**config.mk**
```make
export PLATFORM = sky130hd
export DESIGN_NAME = instr_fetch_unit
export DESIGN_NICKNAME = d
export VERILOG_FILES = /design/src/rtl/instr_fetch_unit.sv
export SDC_FILE = /design/constraint.sdc
export NUM_CORES = 1
export LEC_CHECK = 0
export BUFFER_PORTS_ARGS = -buffer_cell sky130_fd_sc_hd__buf_4
export CORE_MARGIN = 5
export CORE_UTILIZATION = 60
export DETAILED_ROUTE_END_ITERATION = 10
export HOLD_SLACK_MARGIN = 0.08
export PLACE_DENSITY = 0.84
export REMOVE_ABC_BUFFERS = 1
export SLEW_MARGIN = 10
export SYNTH_ARGS = -nofsm -noshare
export SYNTH_HDL_FRONTEND = slang
export SYNTH_SLANG_ARGS = --single-unit
```
**constraint.sdc**
```tcl
create_clock -name clk -period 4.64 [get_ports clk]
set_input_delay 0 -clock clk [delete_from_list [all_inputs] [get_ports clk]]
set_output_delay 0 -clock clk [all_outputs]
set_load 0.1 [all_outputs]
```
**src/rtl/instr_fetch_unit.sv**
```systemverilog
// Fetch stage: owns the PC, fetches words over req/ack, and presents one registered instruction to decode.
// A one-entry skid buffer absorbs a decode stall; a taken branch flushes fetched and in-flight words.
module instr_fetch_unit #(
  parameter int PC_WIDTH                  = 32,
  parameter logic [PC_WIDTH-1:0] RESET_PC = '0,
  parameter int INSTN_WIDTH               = 32
) (
  input  logic                   clk,
  input  logic                   rst_n,
  input  logic                   stall,
  input  logic                   branch_taken,
  input  logic [PC_WIDTH-1:0]    branch_target,
  output logic                   imem_req,
  output logic [PC_WIDTH-1:0]    imem_addr,
  input  logic                   imem_ack,
  input  logic [INSTN_WIDTH-1:0] imem_rdata,
  output logic [INSTN_WIDTH-1:0] instn,
  output logic                   instn_valid,
  output logic [PC_WIDTH-1:0]    pc_out,
  output logic [PC_WIDTH-1:0]    pc_plus4
);

  localparam logic [1:0] BOOT    = 2'd0;
  localparam logic [1:0] FETCH   = 2'd1;
  localparam logic [1:0] HOLD    = 2'd2;
  localparam logic [1:0] DISCARD = 2'd3;

  logic [1:0]             state;
  logic [PC_WIDTH-1:0]    pc;
  logic [PC_WIDTH-1:0]    req_addr;
  logic [INSTN_WIDTH-1:0] instn_q;
  logic [INSTN_WIDTH-1:0] skid_instn;
  logic [PC_WIDTH-1:0]    skid_pc;
  logic                   skid_vld;
  logic [PC_WIDTH-1:0]    req_next;

  assign req_next  = req_addr + PC_WIDTH'(4);
  assign imem_req  = (state == FETCH) || (state == DISCARD);
  assign imem_addr = req_addr;
  // The register keeps the last word; decode only ever sees zero when nothing is live.
  assign instn     = instn_valid ? instn_q : '0;

  always_ff @(posedge clk) begin
    if (!rst_n) begin
      state       <= BOOT;
      pc          <= RESET_PC;
      req_addr    <= RESET_PC;
      instn_q     <= '0;
      instn_valid <= 1'b0;
      pc_out      <= '0;
      pc_plus4    <= '0;
      skid_instn  <= '0;
      skid_pc     <= '0;
      skid_vld    <= 1'b0;
    end else begin
      case (state)
        BOOT: begin
          req_addr <= pc;
          state    <= FETCH;
        end

        FETCH: begin
          if (branch_taken) begin
            instn_valid <= 1'b0;
            skid_vld    <= 1'b0;
            pc          <= branch_target;
            // Without an ack the old request must still complete, so its word is discarded later.
            if (imem_ack) req_addr <= branch_target;
            else          state    <= DISCARD;
          end else if (imem_ack) begin
            pc <= req_next;
            if (!instn_valid || !stall) begin
              instn_q     <= imem_rdata;
              pc_out      <= req_addr;
              pc_plus4    <= req_next;
              instn_valid <= 1'b1;
              req_addr    <= req_next;
            end else begin
              skid_instn <= imem_rdata;
              skid_pc    <= req_addr;
              skid_vld   <= 1'b1;
              state      <= HOLD;
            end
          end else if (!stall) begin
            instn_valid <= 1'b0;
          end
        end

        HOLD: begin
          if (branch_taken) begin
            instn_valid <= 1'b0;
            skid_vld    <= 1'b0;
            pc          <= branch_target;
            req_addr    <= branch_target;
            state       <= FETCH;
          end else if (!stall) begin
            if (skid_vld) begin
              instn_q     <= skid_instn;
              pc_out      <= skid_pc;
              pc_plus4    <= skid_pc + PC_WIDTH'(4);
              instn_valid <= 1'b1;
            end
            skid_vld <= 1'b0;
            req_addr <= pc;
            state    <= FETCH;
          end
        end

        default: begin // DISCARD
          if (branch_taken) begin
            instn_valid <= 1'b0;
            skid_vld    <= 1'b0;
            pc          <= branch_target;
          end
          if (imem_ack) begin
            req_addr <= branch_taken ? branch_target : pc;
            state    <= FETCH;
          end
        end
      endcase
    end
  end

endmodule

```
Word level (Yosys, flattened, before mapping):

Index checks and enable logic that the tools add are counted.

* $add $sub $neg: 2
* equal/unequal tests: 17
* muxes and demuxes: 54
* bitwise gates (word level): 3
* reduce and logical (&&, ||, !) cells: 16

Operators with widths (number)
* two-way mux 32 bit: 27
* case mux 32 bit (2 select lines): 4
* case mux 32 bit (3 select lines): 1
* adder 32 x 3 -> 32 bit (second input constant): 2
* inequality test 3 bit (second input constant): 5
* two-way mux 2 bit: 7
* two-way mux 1 bit: 12
* inequality test 2 bit (second input constant): 5
* AND reduction 5 bit: 2
* AND reduction 4 bit: 2
* AND reduction 7 bit: 1
* case mux 1 bit (3 select lines): 2
* case mux 2 bit (3 select lines): 1
* AND reduction 6 bit: 1
* nonzero test 3 bit: 2
* == test 2 bit (second input constant): 2
* inequality test 4 x 3 -> 1 bit (second input constant): 1
* inequality test 4 bit (second input constant): 1
* nonzero test 4 bit: 1
* inequality test 3 x 2 -> 1 bit (second input constant): 1
* inverter 1 bit: 3
* == test 2 x 1 -> 1 bit (second input constant): 1
* zero test 1 bit: 2
* zero test 2 bit: 1
* other kinds (4): 5

* flip-flop bits (word level): 228
* bits of input ports: 69
* output and inout bits: 130
* word-level logic and storage cells: 102

Depth between registers and ports, before layout:

Gate-level depths: netlist of the first run.

* word-level depth: 6
* depth in mapped cells: 10
* mapped depth without buffers: 7

Worst setup path after synthesis of the first run:

No wires, ideal clock.

* path kind: reg2reg
* start point: register req_addr[3], in the netlist imem_addr[3]
* end point: register pc[22]
* setup time: 0.132 ns
* data arrival time: 2.832 ns
* data required time: 4.508 ns
* path slack: 1.675 ns
* cell stages (with the launch flop): 8
* buffers on the path: 1
* period minus slack after synthesis: 2.965 ns
* cells stage by stage: dfxtp_1 -> ha_1 -> nand3_2 -> or4_1 -> buf_6 -> o2111a_1 -> a2111oi_2 -> a21oi_1

* word-level cells in the longest chain between the ends: 4

RTL lines
* from (decl): RTL line 30 `logic [PC_WIDTH-1:0] req_addr;`
* from (signal assigned): RTL line 58 `req_addr <= pc;`
* from (signal assigned): RTL line 68 `if (imem_ack) req_addr <= branch_target;`
* from (signal assigned): RTL line 77 `req_addr <= req_next;`
* adder 32 x 3 -> 32 bit: RTL line 37 `assign req_next = req_addr + PC_WIDTH'(4);`
* two-way mux 32 bit: RTL line 70 `end else if (imem_ack) begin`
* two-way mux 32 bit: RTL line 63 `if (branch_taken) begin`
* case mux 32 bit (2 select lines): RTL line 56 `case (state)`
* to (signal assigned): RTL line 66 `pc <= branch_target;`
* to (signal assigned): RTL line 71 `pc <= req_next;`
* to (signal assigned): RTL line 93 `pc <= branch_target;`
* to (decl): RTL line 29 `logic [PC_WIDTH-1:0] pc;`

Every way passes these cells. The select of a mux whose other input is x is not followed.
A chain may end at the register's enable or synchronous reset.

Final worst setup path of the first run:

* start point: register state[1]
* end point: register pc[4]

* word-level cells in the longest chain between the ends: 3
* elaborated cells between the ends (all ways): 6
* classes of those cells: 2 x eq/ne; 1 x mux; 1 x bitwise; 2 x reduce/logical

RTL lines
* from (decl): RTL line 28 `logic [1:0] state;`
* from (signal assigned): RTL line 45 `state <= BOOT;`
* from (signal assigned): RTL line 59 `state <= FETCH;`
* from (signal assigned): RTL line 69 `else state <= DISCARD;`
* == test 2 x 1 -> 1 bit / zero test 2 bit (equally long branches): RTL line 56
* inequality test 3 bit (no line) / inverter 1 bit (equally long branches)
* AND reduction 2 bit (no line)

Several ways; a longest one is shown, not always the timed one.

==> flow_summary.ini, run 1 <==
[critical_path]
critical-path-top-delay-family = buffers and inverters
critPathRequiredTime_ps = 5100
worst_r2r_path_depth = 7
slowest_stage = a21oi_1
crit_fanout = 31
worst-path-buf-inv = 3
cp-start-kind = flip-flop
path_cells = inv_1 > ha_1 > inv_1 > a21oi_1 > o21ai_0 > a21oi_1 > dlygate4sd3_1
crit_type = flip-flop to flip-flop
crit_path_max_incr_delay_ps = 1040
crit_cells = 7
cp.arrival_ps = 4640
endpoint_kind = flip-flop

[logic_synthesis]
synth_compound_area_frac = 0.246
synth.distinct_cells = 76
synth_xor_area_frac = 0.0127
async_flop_share = 0
syn_inst = 1467
yosys.area_share.simple = 0.226
ys_ff_latch = 226
synth_top_family_by_area = compound AO/OA/AOI/OAI gates
synthMuxAreaShare = 0.0676
yosysWarnings = 0
synth_adder_area_share = 0.00640
synthFlopType = dfxtp_1
avgSynthCellArea_um2 = 7.99
synth_seq_area_share = 0.386
syn_area_um2 = 11700
synth_edf_count = 0

[timing]
clock.fmax_mhz = 239
skew_ps = 19.3
tightest_slew_ps = 1260
timing.final.crit_share = 0.900
rsz0062_at_grt = no
drv_slew = 0
setup_slack_ps = 462
finalHoldViolCount = 0
min_period_ps = 4180
finalSetupViolations = 0
holdWs_ps = 162
max_slew_margin = 0.160

[job]
maxCapViolCount = 0

[final_layout]
multiInputGateArea_um2 = 6590
fill_cells = 1414
synthToLayoutAreaGrowth_pct = 25.7
drive_above_1_share = 0.181
regArea_um2 = 4520
antennaDiodeCount = 0
nNetsFinal = 1713

[cts]
cts.clk_slew.worst_paths_ps = 60
cts_sinks = 226
cts_root_buffer = clkbuf_16
cts_max_path_buffers = 3
postCtsHoldBufs = 77
cts_made_buffers = 24
cts_resized = 0
cts_setup_buffers = 0
clock_latency_ps = 520
cts_tree = built
htreeDepth = 1

[run_status]
outcome = complete, no violations

[min_path]
min_path_type = input port to flip-flop
whs_path_depth = 5

[floorplanning]
die_w_um = 150
dieArea_um2 = 22400
row_count = 51
die_height_um = 150
core_um2 = 19300
io_pins = 199
initial_core_util = 0.606

[power]
peakVddDrop_v = 0.000319
p_leak_nw = 5.37
power_density_nw_per_um2 = 497

[grt]
grt_remaining_overflow = 0
grt_usage = 0.323
antenna_found_initial = 0
grt_max_degree = 137
grt_pass1_wl_um = 59900
grt_pass1_vias = 11703

[routing]
wl_per_cell_um = 19.5
remaining_drc_errors = 0
ant_nets = 0
first_pass_iters = 6
drt_iter0_drc = 1420
viasPerCell = 6.38
vias = 12242
routed_wl_um = 37500

[placed_design]
hpwlAfterDp_um = 23400
port_buffers = 198
gp_congestion = 0.933
dp_slack_ps = 1090
[layout make-up]
cell class,instances,share of cell area
repair buffers,293,0.163
clock inverters,8,0.00824
well taps,265,0.0225
multi-input cells,1081,0.447
flip-flops and latches,226,0.307
inverters,12,0.00323
clock buffers,35,0.0484
[worst reg2reg max path, cell delays in order, from the launching register on]
cell,delay (ps)
dfxtp_1,380
inv_1,140
ha_1,920
inv_1,730
a21oi_1,1040
o21ai_0,180
a21oi_1,170
dlygate4sd3_1,560
[state kept, by name, summed over array words and instances (netlist names)]
signal,flops
pc_out,32
pc,32
imem_addr,32
instn_valid,1
skid_instn,32
skid_vld,1
state,2
pc_plus4,30
skid_pc,32
instn_q,32
[cells by family (layout without fill, tap and decap cells)]
logic type | Yosys count | count (layout)
xor+xnor | 17 | 17
buf+inv | 160 | 348
mux | 77 | 77
simple gates | 539 | 539
compound gates | 442 | 442
flops | 226 | 226
fa+ha+maj | 6 | 6
[path summary, 6_finish.rpt]
path | slack (ps) | startpoint | end
max | 460 | state[1] | pc[4]
min | 160 | stall | instn_valid
max reg2reg | 460 | state[1] | pc[4]
min reg2reg | 460 | skid_instn[25] | skid_instn[25]
[synth_stat cells, types with 31 or more instances]
| cell type | instances | area [µm²] |
|---|---|---|
| nand3_1 | 43 | 215 |
| mux2i_1 | 60 | 601 |
| a21oi_1 | 126 | 631 |
| nand2_1 | 189 | 709 |
| nor3_1 | 31 | 155 |
| and2_1 | 37 | 231 |
| dfxtp_1 | 226 | 4520 |
| clkbuf_1 | 113 | 424 |
| a211oi_1 | 62 | 465 |
| o21ai_0 | 84 | 420 |
| a31oi_1 | 37 | 231 |
| nor2_1 | 110 | 413 |
[metal layers]
metal / share of wire / GRT usage
met4: 0.028 / 0.122
met5: 0 / 0
met3: 0.10 / 0.0578
met2: 0.46 / 0.524
met1: 0.41 / 0.432
[metrics by stage]
step,power [mW],instance area (µm²),TNS (ps),utilization,instances
finish,7.32,14700,0,0.762,1920
global placement,5.17,13100,0,0.679,1800
floorplan,4.53,11100,-524120,-,1319
global route,7.60,14700,0,0.762,1920
CTS,7.28,14700,0,0.762,1920
detailed placement,5.22,13100,0,0.679,1800
[placed cells by master (no fill, tap or decap), drive strengths merged, types with 15 or more instances in the layout]
master and n:
dfxtp 226, buf 216, nand2 189, a21oi 126, nor2 110, o21ai 86, dlygate4sd3 77, a211oi 62
mux2i 60, nand3 45, and2 37, a31oi 37, clkbuf 35, nor3 31, nand4 25, nand2b 24
nor4 24, o31ai 18, mux2 17, a221oi 16, and4 15
[power by group]
part	switching [mW]	internal, mW
combinational	2.01	0.747
clock	0.796	1.23
sequential	0.341	2.20
No activity file was read; power rests on OpenSTA's default activity.
==> run 2: changes to the inputs <==
--- a/config.mk
+++ b/config.mk
@@ -12,6 +12,7 @@
 export HOLD_SLACK_MARGIN = 0.08
 export PLACE_DENSITY = 0.84
 export REMOVE_ABC_BUFFERS = 1
+export SKIP_CTS_REPAIR_TIMING = 1
 export SLEW_MARGIN = 10
 export SYNTH_ARGS = -nofsm -noshare
 export SYNTH_HDL_FRONTEND = slang
==> constraint.sdc (replaced) <==
create_clock -name clk -period 4.64 [get_ports clk]
set_input_delay 0.464 -clock clk [delete_from_list [all_inputs] [get_ports clk]]
set_output_delay 0.464 -clock clk [all_outputs]
set_load 0.1 [all_outputs]
==> run 2 against run 1 <==
Against the previous run:
- combinational power down 2%
- register-to-register slack better by 870 ps
- critical endpoint is now pc_plus4[13]
- largest cell class unchanged
- critical path type unchanged
- worst setup slack better by 870 ps
==> flow_summary.ini, run 2 (same netlist as run 1, synthesis figures left out) <==
[placed_design]
port_buffers = 198
place_area_um2 = 13100
gp_congestion = 0.912
hpwlAfterDp_um = 23700
placed_cells = 1800

[routing]
ant_nets = 0
drt_iter0_drc = 1467
first_pass_iters = 6
viasPerCell = 6.50
routed_wl_um = 36000
vias = 11980
highest_layer = met4
met3WireLength_um = 3740
met1Wirelength_um = 14900
wl_met2_um = 16000
remaining_drc_errors = 0
wl_per_cell_um = 19.5

[final_layout]
antennaDiodeCount = 0
nNetsFinal = 1636
synthToLayoutAreaGrowth_pct = 18.2
postLayoutCellArea_um2 = 13900
stdcell_count = 1843
mostFrequentLayoutCells = dfxtp_1 (225), buf_4 (215), nand2_1 (189)
layout_commonest_cell = dfxtp_1
drive_above_1_share = 0.188

[grt]
grt_pass1_wl_um = 57800
grt_pass1_vias = 11073
grt_usage = 0.311
antenna_found_initial = 0
grt_max_degree = 137
grt_remaining_overflow = 0

[cts]
cts_made_buffers = 24
cts_root_buffer = clkbuf_16
clock_latency_ps = 530
cts_tree = built
htreeDepth = 1
cts_max_path_buffers = 3
cts.clk_slew.worst_paths_ps = 60
cts_sinks = 226

[timing]
rsz0062_at_grt = no
min_period_ps = 3310
max_slew_margin = 0.122
finalHoldViolCount = 0
clock.fmax_mhz = 302
holdWs_ps = 187
drv_slew = 0
skew_ps = 19.1
finalSetupViolations = 0
timing.final.crit_share = 0.713
tightest_slew_ps = 1320

[floorplanning]
die_height_um = 150
die_w_um = 150
row_count = 51
io_pins = 199
dieArea_um2 = 22400
core_um2 = 19300
initial_core_util = 0.606

[job]
maxCapViolCount = 0

[critical_path]
endpoint_kind = flip-flop
crit_type = flip-flop to flip-flop
timing.rr.start = state[0]
critPathRequiredTime_ps = 5050
ff2ff_setup_slack_ps = 1330
cp.arrival_ps = 3720
worst_r2r_path_depth = 7
cp-start-kind = flip-flop
r2r_end = pc_plus4[13]
crit_fanout = 47

[min_path]
holdPathEnd = skid_instn[10]
min_path_type = input port to flip-flop
whs_path_depth = 3
min_from = imem_rdata[10]

[run_status]
outcome = complete, no violations

[power]
peakVddDrop_v = 0.000395
power_density_nw_per_um2 = 508
p_leak_nw = 4.97
[run 2: changes by cell type in the layout (fill, tap and decap cells not counted), sizes merged]
| cell | before | now |
|---|---|---|
| dlygate4sd3 | 77 | 0 |
| bufinv | 3 | 0 |
| clkinv | 5 | 7 |
| clkbuf | 35 | 36 |
[run 2: power breakdown]
| part | total, mW | leakage (nW) | switching [mW] | internal [mW] |
|---|---|---|---|---|
| registers | 2.55 | 1.84 | 0.350 | 2.20 |
| logic | 2.69 | 2.78 | 1.98 | 0.707 |
| clock network | 1.80 | 0.355 | 0.793 | 1.01 |
| total | 7.04 | 4.97 | 3.13 | 3.92 |
[run 2: layer usage]
metal / vias to the layer above / GRT usage
li1: 5565 / -
met1: 5576 / 0.431
met2: 722 / 0.484
met3: 117 / 0.0548
met4: 0 / 0.121
met5: - / 0
[run 2: critical path: stages, from the launching register on]
cell and delay (ps):
dfxtp_1 370, inv_1 190, ha_4 630, inv_2 380, a31oi_1 390, or3_1 900, nand3_1 200, o31ai_1 120
[run 2: cell type report]
cell class | instances | area (µm²)
Clock buffer | 36 | 676
Clock inverter | 7 | 52.6
Fill cell | 1559 | 5480
Inverter | 12 | 47.5
Multi-Input combinational cell | 1081 | 6590
Sequential cell | 226 | 4530
Tap cell | 265 | 332
Timing Repair Buffer | 216 | 1630
[run 2: worst max-delay path by stage]
stage | from | end | slack (ps) | depth (start not counted)
after floorplan | state[0] | pc_plus4[7] | -7470 | 7
after global placement | branch_taken | pc[3] | 1580 | 5
after detailed placement | state[0] | pc_plus4[30] | 1480 | 7
after CTS | state[0] | pc_plus4[13] | 1430 | 7
after global routing | state[0] | pc_plus4[13] | 1140 | 7
final | state[0] | pc_plus4[13] | 1330 | 7
[run 2: per-stage QoR]
stage | setup WS [ps] | total power [mW] | util | TNS (ps)
finish | 1330 | 7.04 | 0.717 | 0
global route | 1140 | 7.32 | 0.717 | 0
CTS | 1430 | 7.01 | 0.717 | 0
detailed placement | 1480 | 5.23 | 0.679 | 0
global placement | 1580 | 5.17 | 0.679 | 0
floorplan | -7470 | 4.53 | - | -524120
